[src/rtl/tl_pkg.sv]
// Shared types and helpers for the parametrised traffic-light controller family.
// Holds the phase encodings and the one-hot lamp decoder used by the top level.
package tl_pkg;

    typedef enum logic [1:0] {
        ST_GREEN  = 2'b00,
        ST_YELLOW = 2'b01,
        ST_ALLRED = 2'b10
    } tl_state_t;

    localparam int MAX_ROADS = 32;
    localparam int MAX_IDX_W = 5;

    // Wide one-hot so any road count up to MAX_ROADS can truncate it.
    function automatic logic [MAX_ROADS-1:0] lamp_onehot(input logic [MAX_IDX_W-1:0] idx);
        return {{(MAX_ROADS-1){1'b0}}, 1'b1} << idx;
    endfunction

endpackage

[src/rtl/tl_rr_pick.sv]
// Round-robin road picker: first road after cur_road (cyclically) with its sensor set,
// or simply the next road when nobody else is waiting. Purely combinational.
module tl_rr_pick #(
    parameter int N_ROADS = 4,
    parameter int IDX_W   = 2
) (
    input  logic [N_ROADS-1:0] sensor,
    input  logic [IDX_W-1:0]   cur_road,
    output logic [IDX_W-1:0]   pick_road
);

    localparam int JW = IDX_W + 1;

    logic [JW-1:0] nxt1;
    logic [JW-1:0] j;

    // Descending scan lets the closest waiting road overwrite the farther ones.
    always_comb begin
        nxt1 = {1'b0, cur_road} + JW'(1);
        if (nxt1 >= JW'(N_ROADS)) begin
            nxt1 = nxt1 - JW'(N_ROADS);
        end
        pick_road = nxt1[IDX_W-1:0];
        j = '0;
        for (int k = N_ROADS - 1; k >= 1; k--) begin
            j = {1'b0, cur_road} + JW'(k);
            if (j >= JW'(N_ROADS)) begin
                j = j - JW'(N_ROADS);
            end
            if (|(sensor & (N_ROADS'(1) << j))) begin
                pick_road = j[IDX_W-1:0];
            end
        end
    end

endmodule

[src/rtl/tl_cntr_param.sv]
// Parametrised N-road traffic-light controller with sensors, minimum green and round-robin.
// Define TL_ALLRED_EN to insert an all-red clearance phase between yellow and the next green.
module tl_cntr_param
    import tl_pkg::*;
#(
    parameter int N_ROADS    = 4,
    parameter int IDX_W      = 2,
    parameter int CNT_W      = 4,
    parameter int GREEN_MIN  = 4,
    parameter int YELLOW_CYC = 2,
    parameter int ALLRED_CYC = 1
) (
    input  logic               clk,
    input  logic               reset_n,
    input  logic [N_ROADS-1:0] sensor,
    output logic [N_ROADS-1:0] light_g,
    output logic [N_ROADS-1:0] light_y,
    output logic [N_ROADS-1:0] light_r,
    output logic [IDX_W-1:0]   cur_road,
    output logic               switch_p
);

    localparam logic [CNT_W-1:0] G_LAST = CNT_W'(GREEN_MIN - 1);
    localparam logic [CNT_W-1:0] Y_LAST = CNT_W'(YELLOW_CYC - 1);
`ifdef TL_ALLRED_EN
    localparam logic [CNT_W-1:0] A_LAST = CNT_W'(ALLRED_CYC - 1);
`endif

    if (N_ROADS < 2 || N_ROADS > MAX_ROADS || IDX_W > MAX_IDX_W || (1 << IDX_W) < N_ROADS ||
        GREEN_MIN < 1 || GREEN_MIN > (1 << CNT_W) || YELLOW_CYC < 1 || YELLOW_CYC > (1 << CNT_W) ||
        ALLRED_CYC < 1 || ALLRED_CYC > (1 << CNT_W)) begin : g_bad_params
        $error("tl_cntr_param: parameter set out of range");
    end

    tl_state_t            state;
    tl_state_t            state_nxt;
    logic [IDX_W-1:0]     nxt_road;
    logic [IDX_W-1:0]     pick_road;
    logic [CNT_W-1:0]     cnt;
    logic                 cur_sensor;
    logic                 green_done;
    logic                 from_phase;
    logic [N_ROADS-1:0]   sel;

    assign cur_sensor = |(sensor & (N_ROADS'(1) << cur_road));
    assign green_done = (cnt == G_LAST) && !cur_sensor;
    assign from_phase = (state == ST_YELLOW)
`ifdef TL_ALLRED_EN
                        || (state == ST_ALLRED)
`endif
                        ;

    tl_rr_pick #(
        .N_ROADS (N_ROADS),
        .IDX_W   (IDX_W)
    ) u_pick (
        .sensor    (sensor),
        .cur_road  (cur_road),
        .pick_road (pick_road)
    );

    always_ff @(posedge clk or negedge reset_n) begin
        if (!reset_n) begin
            state <= ST_GREEN;
        end else begin
            state <= state_nxt;
        end
    end

    // Unused encodings fall through to default and recover to green.
    always_comb begin
        state_nxt = state;
        case (state)
            ST_GREEN: begin
                if (green_done) begin
                    state_nxt = ST_YELLOW;
                end
            end
            ST_YELLOW: begin
                if (cnt == Y_LAST) begin
`ifdef TL_ALLRED_EN
                    state_nxt = ST_ALLRED;
`else
                    state_nxt = ST_GREEN;
`endif
                end
            end
`ifdef TL_ALLRED_EN
            ST_ALLRED: begin
                if (cnt == A_LAST) begin
                    state_nxt = ST_GREEN;
                end
            end
`endif
            default: state_nxt = ST_GREEN;
        endcase
    end

    // Sensors only matter at the green exit; nxt_road stays frozen afterwards.
    always_ff @(posedge clk or negedge reset_n) begin
        if (!reset_n) begin
            cnt      <= '0;
            cur_road <= '0;
            nxt_road <= '0;
            switch_p <= 1'b0;
        end else begin
            switch_p <= (state_nxt == ST_GREEN) && (state != ST_GREEN);
            if (state_nxt != state) begin
                cnt <= '0;
            end else if (!((state == ST_GREEN) && (cnt == G_LAST))) begin
                cnt <= cnt + 1'b1;
            end
            if ((state == ST_GREEN) && green_done) begin
                nxt_road <= pick_road;
            end
            if ((state_nxt == ST_GREEN) && (state != ST_GREEN)) begin
                cur_road <= from_phase ? nxt_road : '0;
            end
        end
    end

    assign sel = N_ROADS'(lamp_onehot(MAX_IDX_W'(cur_road)));

    always_comb begin
        light_g = '0;
        light_y = '0;
        light_r = '1;
        case (state)
            ST_GREEN: begin
                light_g = sel;
                light_r = ~sel;
            end
            ST_YELLOW: begin
                light_y = sel;
                light_r = ~sel;
            end
            default: begin
                light_r = '1;
            end
        endcase
    end

endmodule

[config.mk]
export PLATFORM = sky130hd
export DESIGN_NAME = tl_cntr_param
export DESIGN_NICKNAME = d
export VERILOG_FILES = /design/src/rtl/tl_pkg.sv /design/src/rtl/tl_rr_pick.sv /design/src/rtl/tl_cntr_param.sv
export SDC_FILE = /design/constraint.sdc
export NUM_CORES = 1
export LEC_CHECK = 0
export BUFFER_PORTS_ARGS = -buffer_cell sky130_fd_sc_hd__clkbuf_2
export CAP_MARGIN = 40
export CORE_MARGIN = 2
export CORE_UTILIZATION = 45
export DETAILED_ROUTE_END_ITERATION = 12
export PLACE_DENSITY = 0.7
export SYNTH_ARGS = -nofsm -noshare
export SYNTH_HDL_FRONTEND = slang
export SYNTH_SLANG_ARGS = --single-unit
[constraint.sdc]
create_clock -name clk -period 5 [get_ports clk]
set_input_delay 1 -clock clk [delete_from_list [all_inputs] [get_ports clk]]
set_output_delay 1 -clock clk [all_outputs]
set_load 0.02 [all_outputs]
==> flow_summary.ini, run 1 <==
[global_routing]
grt_pass1_wl_mm = 2.44
grt_antenna_before_repair = 0
overflow = 0
globalRouteTotalUtil_pct = 16.4
grt_max_degree = 13
grt_pass1_vias = 570

[drt]
wl_mm = 1.49
first_pass_iters = 4
post_drt_wl_per_cell_um = 12.1
drt-initial-drc-count = 8
num_vias = 672
ant_nets = 0
vias_per_cell = 5.46
drc_errors = 0

[timing]
setup_viol = 0
rsz0062_at_grt = no
fin_ws_ns = 2.36
fmax_mhz = 379
hold_viol = 0
maxSlewViolCount = 0
holdWs_ns = 0.518
setup_tns_ns = 0
finClkSkew_ns = 0.00132
period_share_pct = 52.8
min_period_ns = 2.64

[placed_design]
place_congestion = 0.827
port_buffers = 20
pre_cts_slack_ns = 2.64
dpl-instance-area_um2 = 891
hpwl_mm = 1.23

[critical_path]
r2r-end = nxt_road[0]
slowest_stage = dfrtp_1
cp-start-kind = flop
reg2reg_depth = 6
worst-path-max-fanout = 6
cp-endpoint = light_y[0]
end_kind = output port
worstSetupStartpoint = cur_road[0]
reg2reg_slack_ns = 3.20
slowest_delay_ns = 0.44
cp_data_arrival_time_ns = 1.64
cp_cell_sequence = inv_1 > ha_1 > or2b_1 > nor2_1 > clkbuf_2
regToRegStartpoint = cur_road[0]
worstPathRequired_ns = 4.00
critical_path_class = flop to output port

[cts]
holdBufCountCts = 0
post_cts.repair.setup_buffers = 0
cts_tree = done
cts_root_buf = clkbuf_4
cts_sinks = 11
ctsResizeCount = 0
h-tree-depth = 1
cts_buffer_depth = 2
clock_latency_ns = 0.26
cts_made_buffers = 3
clkSlewWorstSetupHoldPaths_ns = 0.07

[synthesis]
synth_area_leaders = dfrtp_1, ha_1, nor2_1
synth_top_area_cell = dfrtp_1
synth_area_um2 = 778
synth_warnings = 0
netlist-cell-type-count = 31
synth_area_per_cell_um2 = 9.26
synth-async-reset-ratio_pct = 100
ys_seq_area_share_pct = 35.4
synth-edff-count = 0
yosysMostFrequentCell = nor2_1
yosysTopAreaCellShare_pct = 35.4
synthTopCellsByCount = nor2_1, dfrtp_1, ha_1
syn_inst = 84
synthesis.nets = 96
dominantRegCellSynth = dfrtp_1
ys_ff_latch = 11

[floorplanning]
initial_core_util_pct = 46.6
dieHeight_um = 45.6
dieArea_um2 = 2080
core-area_um2 = 1670
die_x_um = 45.6
io_pins = 21
rows = 15

[power_and_ir_drop]
vdd_drop_max_v = 0.000232
power_switching_uw = 87.2
combPwrFrac_pct = 30.0
seq_power_share_pct = 47.8
intPower_uw = 173
swShare_pct = 33.5
p_leak_nw = 0.448
clkPwrFrac_pct = 22.2
powerDensity_nw_per_um2 = 283

[final_layout]
post-route-util_pct = 55.0
diodes = 0
fin_area_um2 = 918
syn2layout_area_growth_pct = 18.0
drive_gt1_share_pct = 27.4
fin_nets = 119

[hold_path]
hold_path.class = flop to flop

[flow_run]
cap_violations = 0

[status]
outcome = completed
==> power groups by stage <==
stage	Sequential (mW)	Combinational, mW	Clock (mW)
6_report	0.124	0.0779	0.0577
2_1_floorplan	0.122	0.0612	0
4_1_cts	0.124	0.0790	0.0621
3_3_place_gp	0.125	0.0768	0
5_1_grt	0.128	0.0878	0.0663
3_5_place_dp	0.126	0.0785	0
==> critical path, delay by kind of cell (launching register included) <==
family | cells | cell delay (ns)
buf+inv | 2 | 0.31
flops | 1 | 0.44
fa+ha+maj | 1 | 0.25
simple gates | 2 | 0.37
==> layout by cell type, fill, tap and decap left out, types with 2 or more instances in the layout <==
cell type,n
clkbuf_2,20
o2bb2ai_1,2
a22o_1,2
dfrtp_1,11
xor2_1,2
o21ai_0,2
nand2_1,4
inv_1,4
a22oi_1,4
a31oi_1,3
a21oi_1,2
clkbuf_4,3
nand2b_1,4
ha_1,6
xnor2_1,2
nor2_1,19
==> routing by layer <==
metal  vias to the layer above  part of all wire [%]  GRT usage, %
met5                         -                     0             0
met1                       307                    50          22.0
met4                         0                     0          3.53
li1                        344                     -             -
met3                         0                   5.6          7.14
met2                        21                    44          24.5
==> worst min-delay path by stage <==
stage           startpoint     endpoint  cells after the start
2_1_floorplan  nxt_road[0]  nxt_road[0]                      1
3_3_place_gp   nxt_road[0]  nxt_road[0]                      1
3_5_place_dp   nxt_road[0]  nxt_road[0]                      1
4_1_cts        nxt_road[0]  nxt_road[0]                      1
5_1_grt        nxt_road[0]  nxt_road[0]                      1
6_report       nxt_road[0]  nxt_road[0]                      1
==> sequential cells by signal (all words and copies together), names as in the netlist <==
register and count:
cur_road 2, switch_p 1, state 2, nxt_road 2
cnt 4
==> area by class of cell <==
cell class / instances / area (µm²)
Sequential cell: 11 / 275
Inverter: 4 / 15.0
Clock buffer: 3 / 22.5
Clock inverter: 1 / 5.00
Multi-Input combinational cell: 67 / 479
Tap cell: 17 / 21.3
Fill cell: 150 / 752
Timing Repair Buffer: 20 / 100
==> stage by stage <==
stage / power [mW] / cells
final: 0.260 / 123
after global routing: 0.282 / 123
after CTS: 0.265 / 123
after detailed placement: 0.204 / 119
after global placement: 0.202 / 119
after floorplan: 0.183 / 84
==> cell families (layout without fill, tap and decap cells) <==
logic type	Yosys count	count (layout)	share of synthesized area [%]
mux	1	1	1.93
simple gates	34	34	22.7
compound gates	21	21	22.4
buf+inv	6	28	3.05
flops	11	11	35.4
fa+ha+maj	6	6	9.65
xor+xnor	4	4	4.50
other cells	1	1	0.482
(Power assumes the default switching activity.)
==> run 2: changes to the inputs <==
clock period = 2.6 ns   (was 5 ns; I/O delays follow)
==> run 2 against run 1 <==
Effect of this change:
- die area did not move
- register-to-register slack worse by 2.4 ns
- sequential share of layout area unchanged
- final cell count is the same
- wire length grew 4.0%
- non-clock buffer count did not move
- clock power is 98% higher
- final area unchanged
- flip-flop and latch count unchanged
- first-iteration DRC count rose by 50%
- clock skew increased by 0.00080 ns
- largest cell class unchanged
- highest routed layer unchanged
==> flow_summary.ini, run 2 (same netlist as run 1, synthesis figures left out) <==
[critical_path]
end_kind = output port
cp_data_arrival_time_ns = 1.65
reg2reg_depth = 5
r2r-end = nxt_road[0]
worstPathRequired_ns = 2.08
critical_path_class = flop to output port
cp-start-kind = flop
path_buf_inv = 2
slowest_stage = dfrtp_1
slowest_delay_ns = 0.45
regToRegStartpoint = cur_road[0]
worst-path-max-fanout = 6
cp_cell_sequence = inv_1 > ha_1 > or2b_1 > nor2_1 > clkbuf_2
crit_family = flip-flops
reg2reg_slack_ns = 0.78

[final_layout]
largest_register_ffs = 4
largest-register = cnt
num-fill-cells = 152
layout_commonest_cell = clkbuf_2
stdcell_count = 123
final_cell_mix = clkbuf_2, nor2_1, dfrtp_1
fin_nets = 119
register_area_um2 = 275
diodes = 0
drive_gt1_share_pct = 27.4
post-route-util_pct = 55.0
multi_input_area_um2 = 479
syn2layout_area_growth_pct = 18.0

[drt]
wl_met1_um = 758
wl_met2_um = 693
vias_per_cell = 5.43
ant_nets = 0
post_drt_wl_per_cell_um = 12.6
wl_mm = 1.55
met3_length_um = 99
topRoutingLayerUsed = met3
first_pass_iters = 4
drc_errors = 0
drt-initial-drc-count = 12
num_vias = 668

[global_routing]
grt_pass1_wl_mm = 2.35
grt_pass1_vias = 570
globalRouteTotalUtil_pct = 15.9
grt_max_degree = 13
grt_antenna_before_repair = 0
overflow = 0

[cts]
post_cts.repair.setup_buffers = 0
cts_made_buffers = 3
clock_latency_ns = 0.27
clkSlewWorstSetupHoldPaths_ns = 0.07
cts_sinks = 11
cts_buffer_depth = 2
ctsResizeCount = 0
holdBufCountCts = 0
cts_root_buf = clkbuf_4
cts_tree = done
h-tree-depth = 1

[floorplanning]
core-area_um2 = 1670
initial_core_util_pct = 46.6
dieHeight_um = 45.6
io_pins = 21
dieArea_um2 = 2080
rows = 15
die_x_um = 45.6

[power_and_ir_drop]
powerDensity_nw_per_um2 = 551
vdd_drop_max_v = 0.000483
p_leak_nw = 0.448
power_uw = 506

[timing]
fmax_mhz = 462
hold_viol = 0
period_share_pct = 83.3
setup_tns_ns = 0
rsz0062_at_grt = no
setup_viol = 0
finClkSkew_ns = 0.00212
min_period_ns = 2.17
maxSlewViolCount = 0

[status]
outcome = completed

[placed_design]
hpwl_mm = 1.24
dp_cells = 119
port_buffers = 20
place_congestion = 0.828

[flow_run]
cap_violations = 0

[hold_path]
hold_path.class = input port to asynchronous set/reset pin
[run 2: cell type report]
cell class / count / area share (%)
Multi-Input combinational cell: 67 / 52.2
Sequential cell: 11 / 30.0
Timing Repair Buffer: 20 / 10.9
Clock buffer: 3 / 2.45
Tap cell: 17 / 2.32
Inverter: 4 / 1.63
Clock inverter: 1 / 0.545
[run 2: layer usage]
layer | up-vias | GRT usage, %
li1 | 339 | -
met1 | 308 | 20.3
met2 | 21 | 24.5
met3 | 0 | 7.14
met4 | 0 | 3.53
met5 | - | 0
[run 2: per-stage QoR]
| step | instance area [µm²] | setup WS [ns] | hold WS, ns |
|---|---|---|---|
| final | 918 | 0.435 | 0.112 |
| after global routing | 918 | 0.295 | 0.114 |
| after CTS | 918 | 0.417 | 0.110 |
| after detailed placement | 891 | 0.719 | 0.410 |
| after global placement | 891 | 0.770 | 0.405 |
| after floorplan | 778 | 0.576 | 0.224 |
[run 2: worst max-delay path by stage]
stage	start	to	slack, ns	cells past startpoint
floorplan	cur_road[0]	light_g[0]	0.58	4
global placement	cur_road[0]	light_g[0]	0.77	5
detailed placement	cur_road[1]	light_y[0]	0.72	5
CTS	cur_road[0]	light_y[0]	0.42	5
global route	cur_road[0]	light_y[0]	0.30	5
finish	cur_road[0]	light_y[0]	0.43	5
[run 2: power by group]
part / leakage [nW] / internal [mW] / switching (mW)
logic: 0.287 / 0.0720 / 0.0805
clock network: 0.0177 / 0.0569 / 0.0569
registers: 0.143 / 0.204 / 0.0358
==> run 3: changes to the inputs <==
PLACE_DENSITY = 0.73   (was 0.7)
clock period = 1.9 ns   (was 2.6 ns; I/O delays follow)
==> run 3 against run 2 <==
Effect of this change:
- non-clock buffer count increased by 5
- flip-flop and latch count unchanged
- clock power is 39% higher
- largest power group unchanged
- first-iteration DRC count grew 42%
- global-route usage is 2.3 points higher
- wire length grew 8.7%
- sequential power rose by 35%
==> flow_summary.ini, run 3 (same netlist as run 1, synthesis figures left out) <==
[final_layout]
num-fill-cells = 148
fin_nets = 124
stdcell_count = 128
post-route-util_pct = 59.3
syn2layout_area_growth_pct = 27.2
layout_commonest_cell = nor2_1
largest-register = cnt
largest_register_ffs = 4
final_cell_mix = nor2_1, clkbuf_2, dfrtp_1
register_area_um2 = 278
drive_gt1_share_pct = 36.9
diodes = 0
multi_input_area_um2 = 500
fin_area_um2 = 990

[drt]
num_vias = 727
wl_mm = 1.69
vias_per_cell = 5.68
drc_errors = 0
ant_nets = 0
post_drt_wl_per_cell_um = 13.2
drt-initial-drc-count = 17
first_pass_iters = 4

[cts]
clock_latency_ns = 0.27
cts_root_buf = clkbuf_4
cts_tree = done
cts_sinks = 11
cts_made_buffers = 3
cts_buffer_depth = 2
clkSlewWorstSetupHoldPaths_ns = 0.07
h-tree-depth = 1

[flow_run]
cap_violations = 0

[placed_design]
hpwl_mm = 1.25
dpl-instance-area_um2 = 898
dp_cells = 120
pre_cts_slack_ns = 0.0985
place_congestion = 0.800
port_buffers = 20

[critical_path]
reg2reg_slack_ns = 0.13
cp_cell_sequence = inv_2 > ha_4 > or2b_1 > nor2_1 > buf_4
end_kind = output port
slowest_delay_ns = 0.41
cp-start-kind = flop
critical_path_class = flop to output port
crit_family = flip-flops
slowest_stage = dfrtp_2
worstPathRequired_ns = 1.52
regToRegStartpoint = cur_road[1]
cp_data_arrival_time_ns = 1.48
worst-path-max-fanout = 5
reg2reg_depth = 6
path_buf_inv = 2
r2r-end = nxt_road[0]

[timing]
finClkSkew_ns = 0.000525
hold_viol = 0
setup_tns_ns = 0
fin_ws_ns = 0.0433
maxSlewViolCount = 0
holdWs_ns = 0.512
period_share_pct = 97.7
setup_viol = 0
fmax_mhz = 539
rsz0062_at_grt = yes
min_period_ns = 1.86

[floorplanning]
dieHeight_um = 45.6
rows = 15
core-area_um2 = 1670
initial_core_util_pct = 46.6
dieArea_um2 = 2080
die_x_um = 45.6
io_pins = 21

[power_and_ir_drop]
powerDensity_nw_per_um2 = 722
vdd_drop_max_v = 0.000620
swShare_pct = 34.3
combPwrFrac_pct = 32.5
power_switching_uw = 245
intPower_uw = 470
power_uw = 714
p_leak_nw = 0.472
clkPwrFrac_pct = 22.3
seq_power_share_pct = 45.2

[global_routing]
grt_max_degree = 12
overflow = 0
grt_antenna_before_repair = 0
grt_pass1_vias = 621
globalRouteTotalUtil_pct = 18.2
grt_pass1_wl_mm = 2.64

[hold_path]
hold_path.class = input port to asynchronous set/reset pin

[status]
outcome = completed
-- run 3: cell types whose count changed in the layout (fill, tap and decap cells not counted) --
cell / change
inv_4: +1
ha_4: +1
dlygate4sd3_1: +1
buf_2: +1
dfrtp_1: -2
dfrtp_2: +2
ha_1: -3
a21oi_2: +1
inv_2: +1
inv_1: -2
buf_4: +6
ha_2: +2
a21oi_1: -1
clkbuf_2: -3
-- run 3: per-layer routing --
layer,GRT usage [%],wire length [µm],up-vias
met1,22.7,764,338
met5,0,0,-
met2,29.6,777,33
met3,5.95,113,4
li1,-,-,352
met4,5.29,31,0
-- run 3: worst max path at each step --
stage | startpoint | endpoint | slack [ns] | depth (start not counted)
2_1_floorplan | cur_road[0] | light_g[0] | 0.02 | 4
3_3_place_gp | cur_road[0] | nxt_road[0] | 0.16 | 6
3_5_place_dp | cur_road[0] | nxt_road[0] | 0.1 | 6
4_1_cts | cur_road[1] | light_y[0] | 0.007 | 5
5_1_grt | cur_road[1] | light_y[0] | -0.03 | 5
6_report | cur_road[1] | light_y[0] | 0.04 | 5
-- run 3: power by group through the flow --
stage | logic, mW | clock network (mW) | registers, mW
finish | 0.232 | 0.159 | 0.323
CTS | 0.228 | 0.167 | 0.320
floorplan | 0.161 | 0 | 0.320
global placement | 0.209 | 0 | 0.326
detailed placement | 0.216 | 0 | 0.325
global route | 0.255 | 0.177 | 0.328
-- run 3: layout make-up --
cell class / count / share of cell area, %
Clock buffer: 3 / 2.28
Clock inverter: 1 / 0.506
Inverter: 4 / 1.77
Multi-Input combinational cell: 67 / 50.6
Sequential cell: 11 / 28.1
Tap cell: 17 / 2.15
Timing Repair Buffer: 25 / 14.7
-- run 3: repair_timing --
item / 4_1_cts / 5_1_grt
gates resized for setup: 7 / 8
hold buffers: 1 / 0
setup buffers: 3 / 0
setup endpoints to repair: 5 / 10
endpoints found under the hold margin: 11 / 0
-- run 3: worst reg2reg max path: cells and delay by family, from the launching register on --
kind | cells | cell delay (ns)
AO/OA/AOI/OAI | 2 | 0.47
flip-flops | 1 | 0.41
multiplexers | 1 | 0.25
adder cells (fa/ha/maj) | 1 | 0.23
buffers and inverters | 1 | 0.16
XOR/XNOR | 1 | 0.14
